### config.mk
export PLATFORM = sky130hd
export DESIGN_NAME = nexys_starship_monster_ctrl
export DESIGN_NICKNAME = d
export VERILOG_FILES = /design/src/rtl/nexys_starship_pkg.sv /design/src/rtl/nexys_starship_monster_slot.sv /design/src/rtl/nexys_starship_monster_ctrl.sv
export SDC_FILE = /design/constraint.sdc
export NUM_CORES = 1
export LEC_CHECK = 0
export CORE_ASPECT_RATIO = 1.5
export CORE_UTILIZATION = 60
export DETAILED_ROUTE_END_ITERATION = 10
export DONT_BUFFER_PORTS = 1
export GPL_TIMING_DRIVEN = 1
export PLACE_DENSITY = 0.79
export REMOVE_ABC_BUFFERS = 1
export SLEW_MARGIN = 20
export SYNTH_ARGS = -nofsm -noshare
export SYNTH_HDL_FRONTEND = slang
export SYNTH_HIERARCHICAL = 1
export SYNTH_SLANG_ARGS = --single-unit
### constraint.sdc
create_clock -name Clk -period 12.3 [get_ports Clk]
set_clock_uncertainty 0.15 [all_clocks]
set_input_delay 1.845 -clock Clk [delete_from_list [all_inputs] [get_ports Clk]]
set_output_delay 1.845 -clock Clk [all_outputs]
set_load 0.005 [all_outputs]
### src/rtl/nexys_starship_pkg.sv
// Shared types and constants for the starship monster controller:
// game FSM states, slot states, side indices and age width.
package nexys_starship_pkg;

    localparam int unsigned NUM_SIDES = 4;
    localparam int unsigned AGE_W     = 4;

    localparam int unsigned TOP   = 0;
    localparam int unsigned BTM   = 1;
    localparam int unsigned LEFT  = 2;
    localparam int unsigned RIGHT = 3;

    typedef enum logic [1:0] {
        ST_IDLE     = 2'd0,
        ST_PLAY     = 2'd1,
        ST_GAMEOVER = 2'd2
    } game_state_e;

    typedef enum logic {
        SLOT_EMPTY = 1'b0,
        SLOT_ALIVE = 1'b1
    } slot_state_e;

    function automatic logic [2:0] popcount4(input logic [3:0] v);
        popcount4 = {2'b00, v[0]} + {2'b00, v[1]}
                  + {2'b00, v[2]} + {2'b00, v[3]};
    endfunction

endpackage

### src/rtl/nexys_starship_monster_slot.sv
// One monster slot: EMPTY/ALIVE state plus remaining-age counter.
// Ports: clk_i, rst_ni, clear_i, hold_i, tick_i, spawn_grant_i, shoot_i
//        -> alive_o, age_o (registered), timeout_o, killed_o (decisions).
module nexys_starship_monster_slot
    import nexys_starship_pkg::*;
#(
    parameter int unsigned TIMEOUT = 5
) (
    input  logic             clk_i,
    input  logic             rst_ni,
    input  logic             clear_i,
    input  logic             hold_i,
    input  logic             tick_i,
    input  logic             spawn_grant_i,
    input  logic             shoot_i,
    output logic             alive_o,
    output logic [AGE_W-1:0] age_o,
    output logic             timeout_o,
    output logic             killed_o
);

    slot_state_e      state_q, state_d;
    logic [AGE_W-1:0] age_q, age_d;
    logic             is_alive;

    assign is_alive  = (state_q == SLOT_ALIVE);
    assign killed_o  = is_alive & shoot_i;
    // A shot on the last tick saves the player.
    assign timeout_o = is_alive & tick_i & ~shoot_i
                     & (age_q == AGE_W'(1));
    assign alive_o   = is_alive;
    assign age_o     = age_q;

    always_comb begin
        state_d = state_q;
        age_d   = age_q;
        if (clear_i) begin
            state_d = SLOT_EMPTY;
            age_d   = '0;
        end else if (hold_i) begin
            // Game ended this cycle: every slot freezes.
            state_d = state_q;
        end else if (!is_alive) begin
            if (spawn_grant_i) begin
                state_d = SLOT_ALIVE;
                age_d   = AGE_W'(TIMEOUT);
            end
        end else if (shoot_i) begin
            state_d = SLOT_EMPTY;
            age_d   = '0;
        end else if (tick_i) begin
            // age is > 1 here, age 1 raised timeout and hold
            age_d = age_q - AGE_W'(1);
        end
    end

    always_ff @(posedge clk_i or negedge rst_ni) begin
        if (!rst_ni) begin
            state_q <= SLOT_EMPTY;
            age_q   <= '0;
        end else begin
            state_q <= state_d;
            age_q   <= age_d;
        end
    end

endmodule

### src/rtl/nexys_starship_monster_ctrl.sv
// Monster controller: game FSM, spawn arbitration with live cap, score.
// Ports: Clk, Reset(n), start, tick, spawn_req[4], shoot[4]
//        -> monster[4], age[16], score[8], hit, game_over, playing.
module nexys_starship_monster_ctrl
    import nexys_starship_pkg::*;
#(
    parameter int unsigned TIMEOUT    = 5,
    parameter int unsigned MAX_ACTIVE = 3
) (
    input  logic                     Clk,
    input  logic                     Reset,
    input  logic                     start,
    input  logic                     tick,
    input  logic [NUM_SIDES-1:0]     spawn_req,
    input  logic [NUM_SIDES-1:0]     shoot,
    output logic [NUM_SIDES-1:0]     monster,
    output logic [NUM_SIDES*AGE_W-1:0] age,
    output logic [7:0]               score,
    output logic                     hit,
    output logic                     game_over,
    output logic                     playing
);

    localparam logic [2:0] CAP = 3'(MAX_ACTIVE);

    game_state_e          state_q;
    logic [7:0]           score_q, score_d;
    logic                 hit_q, game_over_q, playing_q;

    logic                 in_play, play_tick, clear, any_timeout;
    logic [NUM_SIDES-1:0] play_shoot, alive, timeout, killed, grant;
    logic [2:0]           live, n_kill;
    logic [8:0]           score_sum;

    assign in_play     = (state_q == ST_PLAY);
    assign play_tick   = tick & in_play;
    assign play_shoot  = shoot & {NUM_SIDES{in_play}};
    assign clear       = start & ~in_play;
    assign any_timeout = |timeout;

    for (genvar i = 0; i < NUM_SIDES; i++) begin : g_slot
        nexys_starship_monster_slot #(
            .TIMEOUT(TIMEOUT)
        ) u_slot (
            .clk_i        (Clk),
            .rst_ni       (Reset),
            .clear_i      (clear),
            .hold_i       (any_timeout),
            .tick_i       (play_tick),
            .spawn_grant_i(grant[i]),
            .shoot_i      (play_shoot[i]),
            .alive_o      (alive[i]),
            .age_o        (age[AGE_W*i +: AGE_W]),
            .timeout_o    (timeout[i]),
            .killed_o     (killed[i])
        );
    end

    // Survivors (alive and not shot) count against the cap;
    // empty slots then claim room in top > btm > left > right order.
    always_comb begin
        live  = popcount4(alive & ~killed);
        grant = '0;
        for (int i = 0; i < NUM_SIDES; i++) begin
            if (play_tick && !alive[i] && spawn_req[i] && live < CAP) begin
                grant[i] = 1'b1;
                live     = live + 3'd1;
            end
        end
    end

    always_comb begin
        n_kill    = popcount4(killed);
        score_sum = {1'b0, score_q} + {6'b0, n_kill};
        score_d   = score_sum[8] ? 8'hFF : score_sum[7:0];
    end

    always_ff @(posedge Clk or negedge Reset) begin
        if (!Reset) begin
            state_q     <= ST_IDLE;
            score_q     <= '0;
            hit_q       <= 1'b0;
            game_over_q <= 1'b0;
            playing_q   <= 1'b0;
        end else begin
            unique case (state_q)
                ST_IDLE, ST_GAMEOVER: begin
                    hit_q <= 1'b0;
                    if (start) begin
                        state_q     <= ST_PLAY;
                        score_q     <= '0;
                        game_over_q <= 1'b0;
                        playing_q   <= 1'b1;
                    end
                end
                ST_PLAY: begin
                    if (any_timeout) begin
                        state_q     <= ST_GAMEOVER;
                        hit_q       <= 1'b0;
                        game_over_q <= 1'b1;
                        playing_q   <= 1'b0;
                    end else begin
                        score_q <= score_d;
                        hit_q   <= |killed;
                    end
                end
                default: begin
                    state_q     <= ST_IDLE;
                    hit_q       <= 1'b0;
                    game_over_q <= 1'b0;
                    playing_q   <= 1'b0;
                end
            endcase
        end
    end

    assign monster   = alive;
    assign score     = score_q;
    assign hit       = hit_q;
    assign game_over = game_over_q;
    assign playing   = playing_q;

endmodule

==> flow_metrics.env, run 1 <==
export IMPL_status="complete, no violations"
export IMPL_nNetsFinal=303
export IMPL_multi_input_area_sq_um=1590
export IMPL_r2r_end="g_slot[3].u_slot/age_o[2]$_DFFE_PN0P_"
export IMPL_wire_per_inst_microns=17.6
export IMPL_power_switching_mw=0.316
export IMPL_die_h_microns=81.7
export IMPL_coreArea_sq_um=3990
export IMPL_synthToLayoutAreaGrowth_pct=3.99
export IMPL_min_delay_start="game_over$_DFFE_PN0P_"
export IMPL_dpl_cell_area_sq_um=2560
export IMPL_final_util_pct=66.2
export IMPL_power_frac_seq_pct=31.5
export IMPL_post_route_min_period_ns=6.01
export IMPL_worstReg2RegStart="state_q[0]$_DFFE_PN0P_"
export IMPL_worstSetupPathType="input port to register"
export IMPL_post_cts_resized=0
export IMPL_grt_pass1_vias=2029
export IMPL_worstPathArrival_ns=5.99
export IMPL_dr_pass1_iters=4
export IMPL_row_count=28
export IMPL_drv_cap=0
export IMPL_overflow=0
export IMPL_final_layout_size_suffix_gt1_share_pct=15.7
export IMPL_ys_warnings_count=6
export IMPL_synth_flop_cell="dfrtp_1"
export IMPL_portBuffers=0
export IMPL_clock_root_buffer="clkbuf_8"
export IMPL_place_hpwl_mm=4.09
export IMPL_num_vias=2121
export IMPL_slew_violations=0
export IMPL_cts_sinks=33
export IMPL_power_switching_fraction_pct=47.6
export IMPL_grt_max_degree=34
export IMPL_setup_viol=0
export IMPL_grt_pass1_wl_mm=8.96
export IMPL_fin_tns_setup_ns=0
export IMPL_nFillCells=334
export IMPL_synth_avg_cell_area_sq_um=9.38
export IMPL_peakVddDrop_uv=180
export IMPL_synth_area_sq_um=2540
export IMPL_p_clk_share_pct=12.1
export IMPL_ctsHoldBuffers=0
export IMPL_fin_crit_sh_pct=48.8
export IMPL_htreeDepth=2
export IMPL_antenna_cells=0
export IMPL_hold_class="register to register"
export IMPL_tightest_slew_ns=0.828
export IMPL_synth_top_area_share_pct=32.5
export IMPL_endpoint_kind="register"
export IMPL_maxSlewHeadroom_pct=44.8
export IMPL_ys_types=50
export IMPL_cts_setup_buffers=0
export IMPL_synth_edff_count=0
export IMPL_wirelength_mm=5.62
export IMPL_gp_congestion=0.939
export IMPL_cts_tree="yes"
export IMPL_p_per_area_nw_per_um2=251
export IMPL_antenna_left=0
export IMPL_clkLatencyLatePin_ns=0.29
export IMPL_drc=0
export IMPL_fmax_ghz=0.167
export IMPL_start_util_pct=63.6
export IMPL_worstPathMaxFanout=8
export IMPL_design_die_area_sq_um=4500
export IMPL_rr_worst_depth=22
export IMPL_numPlacedInstances=311
export IMPL_clockBufferDepth=2
export IMPL_crit_required_ns=12.28
export IMPL_async_reset_ff_share_pct=100
export IMPL_antenna_found_initial=0
export IMPL_holdPathStages=1
export IMPL_ios=43
export IMPL_syn_inst=271
export IMPL_die_x_microns=55.1
export IMPL_synth_seq_cells=33
export IMPL_startpoint_type="input port"
export IMPL_yosysTopAreaCell="dfrtp_1"
export IMPL_min_to="game_over$_DFFE_PN0P_"
export IMPL_reg2reg_slack_ns=7.17
export IMPL_numCtsBuffers=5
export IMPL_design_area_sq_um=2640
export IMPL_hold_viol=0
export IMPL_rsz0062_at_grt="no"
export IMPL_path_clk_slew_ns=0.07
export IMPL_ys_seq_area_share_pct=32.5
export IMPL_drtIter0Drc=36
export IMPL_via_per_inst=6.65
export IMPL_netlist_top_cells_area="dfrtp_1 32%, ha_1 6.4%, a21oi_1 4.3%"
export IMPL_whs_ns=0.378
export IMPL_p_leak_nw=1.12
export IMPL_intPower_mw=0.348
export IMPL_p_comb_share_pct=56.4
export IMPL_final_cell_count_no_fill=319
export IMPL_track_usage_pct=27.4
export IMPL_regArea_sq_um=826
## layout make-up
type / count / area share, %
Inverter: 23 / 3.27
Sequential cell: 33 / 31.3
Clock buffer: 5 / 2.60
Clock inverter: 3 / 0.663
Multi-Input combinational cell: 210 / 60.1
Tap cell: 45 / 2.13
## synth_stat cells (3+ instances only)
library cell  count
dfrtp_1          33
inv_1            23
a21oi_1          22
o21ai_0          18
nor3_1           16
ha_1             13
nor2_1           12
and2_2            9
nand2_1           9
nand3b_1          6
a211oi_1          5
a31oi_1           5
and2b_2           5
and4b_1           5
fa_1              5
nor3b_1           5
nor3b_2           5
a211o_1           4
buf_4             4
nand2b_1          4
nand4_1           4
nand4b_1          4
o211ai_1          4
o21ba_2           4
o21bai_1          4
o31ai_1           4
or3b_1            4
or3b_2            4
nand3_1           3
## cells by family after synthesis
kind of cell             share of synthesized area [%]
multiplexers                                     0.788
AO/OA/AOI/OAI                                     20.2
buffers and inverters                             5.02
flip-flops                                        32.5
adder cells (fa/ha/maj)                           10.3
AND/OR/NAND/NOR                                   31.2
## power by group through the flow
| stage | Sequential (mW) | Clock, mW | Combinational [mW] |
|---|---|---|---|
| after global placement | 0.210 | 0 | 0.364 |
| after global routing | 0.217 | 0.0875 | 0.420 |
| after detailed placement | 0.211 | 0 | 0.370 |
| after CTS | 0.209 | 0.0836 | 0.373 |
| after floorplan | 0.193 | 0 | 0.300 |
| final | 0.209 | 0.0802 | 0.375 |
## through the flow
stage	power (mW)	setup slack [ns]
floorplan	0.494	6.44
global placement	0.574	6.22
detailed placement	0.581	6.03
CTS	0.665	6.32
global route	0.725	5.91
finish	0.664	6.29
## flip-flops by register name (all words and copies together), names as in the netlist
register               flops
state_q                    2
hit                        1
score                      8
g_slot.u_slot/alive_o      4
playing                    1
game_over                  1
g_slot.u_slot/age_o       16
## worst max-delay path, stage by stage
cell and delay (ns):
and2_2 0.20, and2_2 0.23, nand2b_1 0.17, fa_1 0.55, inv_1 0.04, ha_1 0.35
inv_1 0.15, fa_1 0.18, and3b_1 0.24, nand3_2 0.12, inv_1 0.20, mux2i_1 0.11
mux2i_1 0.20, inv_1 0.07, ha_1 0.17, nand2_1 0.06, nand3b_1 0.08, a311oi_1 0.47
o21bai_1 0.21, o31ai_1 0.26, a21oi_1 0.09
## worst max path at each step
stage / end / from / slack, ns
global placement: g_slot[3].u_slot/age_o[2]$_DFFE_PN0P_ / shoot[0] / 6.22
finish: g_slot[3].u_slot/age_o[2]$_DFFE_PN0P_ / shoot[0] / 6.29
global route: g_slot[3].u_slot/age_o[2]$_DFFE_PN0P_ / shoot[0] / 5.91
detailed placement: g_slot[3].u_slot/age_o[2]$_DFFE_PN0P_ / shoot[0] / 6.03
floorplan: g_slot[3].u_slot/age_o[2]$_DFFE_PN0P_ / shoot[0] / 6.44
CTS: g_slot[3].u_slot/age_o[2]$_DFFE_PN0P_ / shoot[0] / 6.32
## per-layer routing
| layer | routed length, microns | GRT usage, % |
|---|---|---|
| met5 | 0 | 0 |
| met2 | 3010 | 48.7 |
| met1 | 2240 | 30.2 |
| met4 | 148 | 11.3 |
| met3 | 224 | 5.93 |
## layout by cell type (no fill, tap or decap), types with 5 or more instances in the layout
master,n
nand3b_1,6
dfrtp_1,33
and2b_2,5
nor3b_2,5
o21ai_0,18
inv_1,23
and2_2,9
nor2_1,12
clkbuf_8,5
nand2_1,9
fa_1,5
a31oi_1,5
nor3_1,16
and4b_1,5
a211oi_1,5
a21oi_1,22
ha_1,13
nor3b_1,5
(Power assumes the default switching activity.)
==> run 2: changes to the inputs <==
--- a/config.mk
+++ b/config.mk
@@ -6,7 +6,7 @@
 export NUM_CORES = 1
 export LEC_CHECK = 0
 export CORE_ASPECT_RATIO = 1.5
-export CORE_UTILIZATION = 60
+export CORE_UTILIZATION = 58
 export DETAILED_ROUTE_END_ITERATION = 10
 export DONT_BUFFER_PORTS = 1
 export GPL_TIMING_DRIVEN = 1
==> constraint.sdc (replaced) <==
create_clock -name Clk -period 4.9 [get_ports Clk]
set_clock_uncertainty 0.15 [all_clocks]
set_input_delay 0.735 -clock Clk [delete_from_list [all_inputs] [get_ports Clk]]
set_output_delay 0.735 -clock Clk [all_outputs]
set_load 0.005 [all_outputs]
==> flow_metrics.env, run 2 (synthesis results as in run 1) <==
export IMPL_drv_cap=0
export IMPL_endpoint_kind="register"
export IMPL_wirelength_mm=5.98
export IMPL_dpl_cell_area_sq_um=2630
export IMPL_ios=43
export IMPL_die_h_microns=83.1
export IMPL_power_switching_fraction_pct=46.5
export IMPL_cts_sinks=33
export IMPL_fmax_ghz=0.215
export IMPL_antenna_found_initial=0
export IMPL_design_die_area_sq_um=4660
export IMPL_clockBufferDepth=2
export IMPL_slew_violations=0
export IMPL_worstSetupPathType="register to register"
export IMPL_power_frac_seq_pct=27.6
export IMPL_place_hpwl_mm=4.43
export IMPL_gp_congestion=0.942
export IMPL_design_area_sq_um=2770
export IMPL_final_util_pct=65.8
export IMPL_start_util_pct=60.4
export IMPL_overflow=0
export IMPL_rsz0062_at_grt="no"
export IMPL_drc=0
export IMPL_status="complete, no violations"
export IMPL_tightest_slew_ns=0.839
export IMPL_maxSlewHeadroom_pct=44.1
export IMPL_worstReg2RegStart="state_q[0]$_DFFE_PN0P_"
export IMPL_nNetsFinal=314
export IMPL_power_switching_mw=0.837
export IMPL_portBuffers=0
export IMPL_worstPathMaxFanout=5
export IMPL_hold_viol=0
export IMPL_grt_max_degree=34
export IMPL_use_met1_pct=30.0
export IMPL_row_count=29
export IMPL_layout_commonest_cell="dfrtp_1"
export IMPL_p_per_area_nw_per_um2=651
export IMPL_track_usage_pct=27.0
export IMPL_fin_tns_setup_ns=0
export IMPL_finalPower_mw=1.80
export IMPL_p_comb_share_pct=60.7
export IMPL_use_met3_pct=4.83
export IMPL_cpPeakStageDelay_ns=0.54
export IMPL_slowest_stage="fa_1"
export IMPL_coreArea_sq_um=4210
export IMPL_intPower_mw=0.963
export IMPL_synthToLayoutAreaGrowth_pct=8.91
export IMPL_antenna_cells=0
export IMPL_crit_start="state_q[0]$_DFFE_PN0P_"
export IMPL_antenna_left=0
export IMPL_final_layout_size_suffix_gt1_share_pct=21.1
export IMPL_clkLatencyLatePin_ns=0.29
export IMPL_worstPathArrival_ns=4.71
export IMPL_clock_root_buffer="clkbuf_8"
export IMPL_post_route_min_period_ns=4.64
export IMPL_num_vias=2114
export IMPL_peakVddDrop_uv=405
export IMPL_hold_class="input port to asynchronous set/reset pin"
export IMPL_grt_pass1_vias=2168
export IMPL_use_met2_pct=48.5
export IMPL_via_per_inst=6.41
export IMPL_setup_viol=0
export IMPL_crit_required_ns=4.97
export IMPL_largest_reg_flops=16
export IMPL_busiest_layer="met2"
export IMPL_path_cells="nor2b_4, and2_2, and2_2, nand2b_1, fa_1, inv_1, ha_4, inv_2, fa_1, and3b_2, o211ai_1, a31oi_1, mux2i_1, inv_1, ha_1, nand2_1, nand3b_1, a311oi_2, buf_4, o21ba_2, nand4b_1, a21oi_2"
export IMPL_cts_tree="yes"
export IMPL_fin_crit_sh_pct=94.8
export IMPL_numCtsBuffers=5
export IMPL_startpoint_type="register"
export IMPL_wire_per_inst_microns=18.1
export IMPL_grt_pass1_wl_mm=9.92
export IMPL_path_clk_slew_ns=0.07
export IMPL_htreeDepth=2
export IMPL_dr_pass1_iters=4
export IMPL_layout_common_cells="32 x dfrtp_1, 21 x inv_1, 21 x a21oi_1, 17 x o21ai_0, 16 x nor3_1"
export IMPL_p_clk_share_pct=11.7
export IMPL_p_leak_nw=1.18
export IMPL_die_x_microns=56.0
export IMPL_drtIter0Drc=82
==> run 2: cell count changes in the layout (fill, tap and decap cells not counted), sizes merged <==
cell and delta:
buf +11, clkbuf +2, clkinv -2, clkinvlp -1
==> run 2: layout make-up <==
class / count / area, sq um
clock buffer: 7 / 86.3
fill: 345 / 1440
inverter: 23 / 86.3
multi-input combinational: 210 / 1620
sequential: 33 / 827
tap: 46 / 57.6
timing repair buffer: 11 / 95.1
==> run 2: power by group through the flow <==
| stage | sequential [mW] | clock, mW | combinational, mW |
|---|---|---|---|
| floorplan | 0.485 | 0 | 0.754 |
| global placement | 0.499 | 0 | 0.996 |
| detailed placement | 0.506 | 0 | 1.02 |
| CTS | 0.501 | 0.215 | 1.03 |
| global route | 0.513 | 0.222 | 1.22 |
| finish | 0.498 | 0.211 | 1.09 |
==> run 2: metrics by stage <==
stage | cells | setup slack, ns | hold WS (ns)
2_1_floorplan | 266 | 0.148 | 0.289
3_3_place_gp | 321 | 0.134 | 0.290
3_5_place_dp | 321 | 0.0326 | 0.290
4_1_cts | 329 | 0.122 | 0.125
5_1_grt | 330 | 0.0109 | 0.125
6_report | 330 | 0.255 | 0.117
==> run 2: timing repair <==
action / in CTS / in global routing
endpoints found under the setup margin: 0 / 5
resized for setup: 0 / 9
hold buffers: 1 / 0
endpoints found under the hold margin: 33 / 0
setup buffers: 0 / 1
==> run 2: critical path, delay by kind of cell (launching register included) <==
| kind | cells | cell delay, ns |
|---|---|---|
| AO/OA/AOI/OAI | 5 | 0.84 |
| multiplexers | 1 | 0.24 |
| AND/OR/NAND/NOR | 8 | 1.25 |
| flip-flops | 1 | 0.40 |
| buffers and inverters | 4 | 0.38 |
| adder cells (fa/ha/maj) | 4 | 1.33 |
==> run 2: worst paths after layout <==
kind / end / slack [ns] / depth (start not counted)
worst max register to register: g_slot[3].u_slot/age_o[1]$_DFFE_PN0P_ / 0.26 / 22
worst min register to register: game_over$_DFFE_PN0P_ / 0.38 / 1
max in group asynchronous: state_q[0]$_DFFE_PN0P_ / 4.28 / 1
worst min-delay path: g_slot[3].u_slot/age_o[3]$_DFFE_PN0P_ / 0.12 / 1
min in group Clk: game_over$_DFFE_PN0P_ / 0.38 / 1
worst max-delay path: g_slot[3].u_slot/age_o[1]$_DFFE_PN0P_ / 0.26 / 22
==> run 2: routing by layer <==
metal	routed length [microns]	vias up
li1	-	1018
met1	2430	1030
met2	3200	57
met3	248	9
met4	100	0
met5	0	-
